$ cat src/rtl/fetch_unit.sv
// Instruction fetch unit: single-outstanding memory requester feeding a 2-entry {instr, pc} buffer.
// Optional macro FETCH_STALL_CNT_EN adds a saturating fetch_stall_cnt output.
module fetch_unit #(
  parameter logic [31:0] RESET_PC = 32'h0
) (
  input  logic        clk,
  input  logic        reset,
  input  logic        redirect_en,
  input  logic [31:0] redirect_pc,
  input  logic        halt,
  output logic        imem_req,
  output logic [31:0] imem_addr,
  input  logic        imem_ack,
  input  logic [31:0] imem_rdata,
  output logic        instr_valid,
  output logic [31:0] instr_out,
  output logic [31:0] instr_pc,
  input  logic        instr_ready,
  output logic [31:0] fetch_pc
`ifdef FETCH_STALL_CNT_EN
  ,
  output logic [15:0] fetch_stall_cnt
`endif
);

  typedef enum logic [1:0] {IDLE, REQ, HALTED} state_t;

  state_t      state, state_next;
  logic [31:0] buf_instr [2];
  logic [31:0] buf_pc    [2];
  logic        rd_ptr, wr_ptr;
  logic [1:0]  count, count_next;
  logic        ack_fire, push, pop;

  assign imem_req    = (state == REQ);
  assign imem_addr   = fetch_pc;
  assign ack_fire    = imem_req & imem_ack;
  assign push        = ack_fire & ~redirect_en;
  assign instr_valid = (count != 2'd0);
  assign pop         = instr_valid & instr_ready;
  assign instr_out   = instr_valid ? buf_instr[rd_ptr] : 32'h0;
  assign instr_pc    = instr_valid ? buf_pc[rd_ptr]    : 32'h0;
  assign count_next  = count + {1'b0, push} - {1'b0, pop};

  // Redirect dominates everything; halt otherwise parks the requester while the buffer drains.
  always_comb begin
    state_next = state;
    if (redirect_en) begin
      state_next = halt ? HALTED : REQ;
    end else if (halt) begin
      state_next = HALTED;
    end else begin
      case (state)
        IDLE:    if (count != 2'd2) state_next = REQ;
        REQ:     if (ack_fire) state_next = (count_next != 2'd2) ? REQ : IDLE;
        HALTED:  state_next = (count != 2'd2) ? REQ : IDLE;
        default: state_next = IDLE;
      endcase
    end
  end

  always_ff @(posedge clk) begin
    if (reset) state <= IDLE;
    else       state <= state_next;
  end

  always_ff @(posedge clk) begin
    if (reset) begin
      fetch_pc <= RESET_PC;
      count    <= 2'd0;
      rd_ptr   <= 1'b0;
      wr_ptr   <= 1'b0;
    end else if (redirect_en) begin
      fetch_pc <= redirect_pc;
      count    <= 2'd0;
      rd_ptr   <= 1'b0;
      wr_ptr   <= 1'b0;
    end else begin
      if (push) begin
        fetch_pc <= fetch_pc + 32'd4;
        wr_ptr   <= ~wr_ptr;
      end
      if (pop) rd_ptr <= ~rd_ptr;
      count <= count_next;
    end
  end

  // Storage needs no reset: the head is masked to zero whenever the buffer is empty.
  always_ff @(posedge clk) begin
    if (!reset && push) begin
      buf_instr[wr_ptr] <= imem_rdata;
      buf_pc[wr_ptr]    <= fetch_pc;
    end
  end

`ifdef FETCH_STALL_CNT_EN
  always_ff @(posedge clk) begin
    if (reset || redirect_en)
      fetch_stall_cnt <= 16'h0;
    else if (imem_req && !imem_ack && fetch_stall_cnt != 16'hFFFF)
      fetch_stall_cnt <= fetch_stall_cnt + 16'd1;
  end
`endif

endmodule

$ cat config.mk
export PLATFORM = sky130hd
export DESIGN_NAME = fetch_unit
export DESIGN_NICKNAME = d
export VERILOG_FILES = /design/src/rtl/fetch_unit.sv
export SDC_FILE = /design/constraint.sdc
export NUM_CORES = 1
export LEC_CHECK = 0
export ABC_CLOCK_PERIOD_IN_PS = 8700
export CAP_MARGIN = 20
export CORE_ASPECT_RATIO = 1.5
export CORE_MARGIN = 2
export CORE_UTILIZATION = 44
export DETAILED_ROUTE_END_ITERATION = 12
export PLACE_DENSITY = 0.77
export SLEW_MARGIN = 5
export SYNTH_ARGS = -nofsm -noshare
export SYNTH_HDL_FRONTEND = slang
export SYNTH_SLANG_ARGS = --single-unit
$ cat constraint.sdc
create_clock -name clk -period 8.7 [get_ports clk]
set_input_delay 0.87 -clock clk [delete_from_list [all_inputs] [get_ports clk]]
set_output_delay 0.87 -clock clk [all_outputs]
set_load 0.005 [all_outputs]
# Word level (Yosys, flattened, before mapping)
# Memories as Yosys holds them, arrays and structs flattened. A register that Yosys moved wholly into a read port is not among the register bits.
# Cells that the tools add are included.
[classes]
addsub = 3
eq_ne = 6
n_mux = 18
n_bitwise = 6
n_reduce_logical = 7
[ops]
columns = ["operator", "n"]
rows = [
  ["$mux 32", 4],
  ["$add 32x3->32 const B", 1],
  ["$mux 2", 5],
  ["$mux 1", 8],
  ["$pmux 2 s3", 1],
  ["$ne 2x2->1 const B", 2],
  ["$ne 4x3->1 const B", 1],
  ["$ne 4x4->1 const B", 1],
  ["$reduce_bool 2->1", 2],
  ["$and 1x1->1", 3],
  ["$not 1->1", 3],
  ["$add 2x1->2", 1],
  ["$eq 2x1->1 const B", 1],
  ["$eq 2x2->1 const B", 1],
  ["$logic_not 2->1", 1],
  ["$reduce_and 2->1", 1],
  ["$reduce_or 2->1", 1],
  ["$sub 2x1->2", 1],
  ["$logic_and 1x1->1", 1],
  ["$logic_not 1->1", 1],
]
[totals]
regBits = 38
ramBits = 128
inputBits = 70
out_inout_bits = 130
word_cells = 47
memories = 2
[mem_list]
columns = ["name", "words", "width", "rd", "rd_ports_with_merged_regs", "write_ports", "line", "text"]
rows = [
  ["buf_instr", 2, 32, 1, 1, 1, "29", "logic [31:0] buf_instr [2];"],
  ["buf_pc", 2, 32, 1, 1, 1, "30", "logic [31:0] buf_pc [2];"],
]

# Longest topological paths before layout
[depth]
depth_word = 11
ltp_mapped = 12
depth_no_buf = 10

# Worst setup path after synthesis
# OpenSTA, ideal clock, no wires.
[synth_timing]
path_kind = "input-to-reg"
from = "input port redirect_en"
to = "memory buf_instr[0][0] (enable)"
setup_time_ps = 644
arrival_ps = 7637
required_ps = 8056
path_slack_ps = 418
cell_stages = 4
n_path_buf = 3
cell_sequence = "clkbuf_1 clkbuf_1 clkbuf_1 nor4_1"
[synth_between]
elab_chain_len = 5
[synth_lines]
columns = ["item", "line", "text"]
rows = [
  ["start, declared", "8", "input logic redirect_en,"],
  ["$not 1->1", "38", "assign push = ack_fire & ~redirect_en;"],
  ["$and 1x1->1", "38", ""],
  ["$logic_and 1x1->1", "90", "if (!reset && push) begin"],
  ["$mux 1", "90", ""],
  ["$mux 1 (implied by the code)", "91", "buf_instr[wr_ptr] <= imem_rdata;"],
  ["end, declared", "29", ""],
]
# Every way passes these cells.

==> flow_metrics.py <==
metrics = {
    "floorplan": {
        "ioPinCount": 200,
        "die_height_um": 161,
        "dieArea_mm2": 0.0175,
        "initial_core_util_pct": 44.8,
        "core-area_mm2": 0.0162,
        "rows": 57,
        "die_w_um": 109,
    },
    "clock_tree": {
        "path_clk_slew_ps": 70,
        "cts_tree": "yes",
        "cts_buffer_depth": 2,
        "cts-buffers-inserted": 17,
        "cts_resized": 0,
        "holdBufCountCts": 0,
        "cts_setup_buffers": 0,
        "clk_latency_ps": 420,
        "cts_sinks": 167,
        "cts_htree_levels": 4,
        "clockRootBuffer": "clkbuf_16",
    },
    "logic_synthesis": {
        "ys_types": 50,
        "synth_xor_area_share_pct": 1.69,
        "avgSynthCellArea_um2": 12.5,
        "synth.area.mux_share_pct": 9.11,
        "synthAdderAreaFrac_pct": 0.518,
        "synthesis.nets": 651,
        "yosys.area_share.simple_pct": 13.4,
        "async_reset_ff_share_pct": 0,
        "synth_top_family_by_area": "simple AND/OR/NAND/NOR gates",
        "netlist_instances": 578,
        "syn_area_mm2": 0.00725,
        "synth_flop_cell": "edfxtp_1",
        "synth_compound_area_share_pct": 5.68,
        "synth-edff-count": 128,
        "synth-seq-cells": 167,
        "synth_seq_area_share_pct": 63.8,
        "synth_warnings": 0,
    },
    "power": {
        "leakage_nw": 3.19,
        "pwr-share-comb_pct": 7.2,
        "switchingPower_w": 0.000378,
        "switching_share_pct": 21.5,
        "pwr-share-clk_pct": 41.5,
        "power-per-cell-area_mw_per_mm2": 180,
        "seqPwrFrac_pct": 51.2,
        "total_power_w": 0.00176,
        "intPower_w": 0.00138,
        "vdd_ir_drop_max_uv": 103,
    },
    "final_layout": {
        "regArea_mm2": 0.00463,
        "layout.cells.non_filler": 955,
        "mostFrequentLayoutCell": "clkdlybuf4s50_1",
        "mostFrequentLayoutCells": "clkdlybuf4s50_1 (199), edfxtp_1 (128), nor2_1 (87)",
        "syn_to_final_growth_pct": 34.7,
        "fillers": 1300,
        "final_util_pct": 60.3,
        "multi_input_area_mm2": 0.00222,
        "drive_above_1_share_pct": 5.88,
        "layout.nets": 808,
    },
    "place": {
        "gp_congestion": 0.875,
        "dp_slack_ps": 5010,
        "hpwl_um": 11600,
        "numPortBuffers": 199,
        "placed_cells": 922,
    },
    "worst_hold_path": {
        "hold_path_depth": 2,
        "min_from": "rd_ptr",
        "hp-class": "flop to flop",
    },
    "sta": {
        "fin_crit_sh_pct": 38.3,
        "fmax_ghz": 0.300,
        "rsz0062_at_grt": "no",
        "setup_viol": 0,
        "tns_ps": 0,
        "slew_violations": 0,
        "min_period_ps": 3330,
        "hold_viol": 0,
        "max_slew_margin_pct": 24.6,
        "max_slew.worst_pin.slew_ps": 1130,
        "fin_ws_ps": 5370,
        "finalClockSkew_ps": 10.4,
    },
    "global_route": {
        "grt_usage_pct": 19.4,
        "grt_max_degree": 66,
        "grt_antenna_before_repair": 1,
        "grt_pass1_wl_um": 25900,
        "overflow": 0,
        "grt_pass1_vias": 5031,
    },
    "worst_setup_path": {
        "r2r_start": "count[1]",
        "worst_ep_required_time_ps": 7830,
        "reg2reg_depth": 11,
        "worstSetupPathType": "flop to primary output",
        "r2r-end": "state[0]",
        "cp-end-kind": "primary output",
        "startpoint_type": "flop",
        "crit_path_max_fanout": 64,
        "crit_arrival_ps": 2460,
        "r2r_slack_ps": 6070,
    },
    "route": {
        "wl_um": 16900,
        "firstDrtPassIters": 4,
        "drt-initial-drc-count": 220,
        "viasPerCell": 5.30,
        "vias": 5064,
        "drc_errors": 0,
        "ant_nets": 0,
        "wl_per_cell_um": 17.7,
    },
    "status": {
        "outcome": "finished, final reports clean",
    },
    "run": {
        "maxCapViolations": 0,
    },
}
-- cells in the mapped netlist, types with 9 or more instances --
cell      count  area share (%)
edfxtp_1    128              53
nor2_1       88             4.6
mux2i_1      66             9.1
dfxtp_1      39              11
buf_4        32             3.3
clkbuf_1     25             1.3
nand2_1      20             1.0
nand3_1      15             1.0
nand4_1      14             1.2
o21ai_0      13            0.90
a211oi_1     11             1.1
inv_1        11            0.57
xor2_1        9             1.1
-- power groups by stage --
stage	Combinational (W)	Sequential [W]	Clock, W
4_1_cts	0.000128	0.000901	0.000741
3_3_place_gp	0.000125	0.000917	0
5_1_grt	0.000136	0.000904	0.000770
3_5_place_dp	0.000127	0.000918	0
6_report	0.000127	0.000901	0.000731
2_1_floorplan	0.0000521	0.000908	0
-- worst max-delay path by stage --
stage                       endpoint  slack (ps)  cells past startpoint
floorplan            buf_instr[0][0]         420                      4
global placement    buf_instr[1][18]        5110                      6
detailed placement          state[0]        5010                     12
CTS                     instr_pc[23]        5310                      3
global route                state[0]        5160                     12
finish                  instr_pc[23]        5370                      3
-- metrics by stage --
stage	hold slack, ps	instance area [um^2]
after floorplan	489	7250
after global placement	535	9190
after detailed placement	535	9190
after CTS	548	9760
after global routing	547	9770
final	546	9770
-- routing by layer --
layer	track usage, %	wire length [um]	part of all wire [%]	vias up
met5	0	0	0	-
met4	7.98	337	2.0	0
met3	3.11	798	4.7	22
met2	34.7	9100	54	189
met1	22.7	6700	40	2423
li1	-	-	-	2430
-- sequential cells by signal, indices dropped and copies added, names as in the netlist, named ones only --
name and flops:
buf_instr 64, count 2, buf_pc 64, rd_ptr 1, state 2, wr_ptr 1, fetch_pc 32
-- critical path: stages, from the launching register on --
cell and delay (ps):
dfxtp_4 1040, mux2i_1 210, nor2_1 170, clkdlybuf4s50_1 520
-- logic make-up after synthesis --
logic type | after synthesis
AO/OA/AOI/OAI | 57
buffers and inverters | 78
flip-flops | 167
AND/OR/NAND/NOR | 193
XOR/XNOR | 14
adder cells (fa/ha/maj) | 3
multiplexers | 66
-- cell type report --
| type | instances | area share [%] |
|---|---|---|
| Tap cell | 206 | 2.64 |
| Clock inverter | 12 | 1.46 |
| Clock buffer | 20 | 4.47 |
| Timing Repair Buffer | 205 | 20.9 |
| Multi-Input combinational cell | 333 | 22.7 |
| Inverter | 11 | 0.423 |
| Antenna cell | 1 | 0.0256 |
| Sequential cell | 167 | 47.4 |
(Power assumes the default switching activity.)
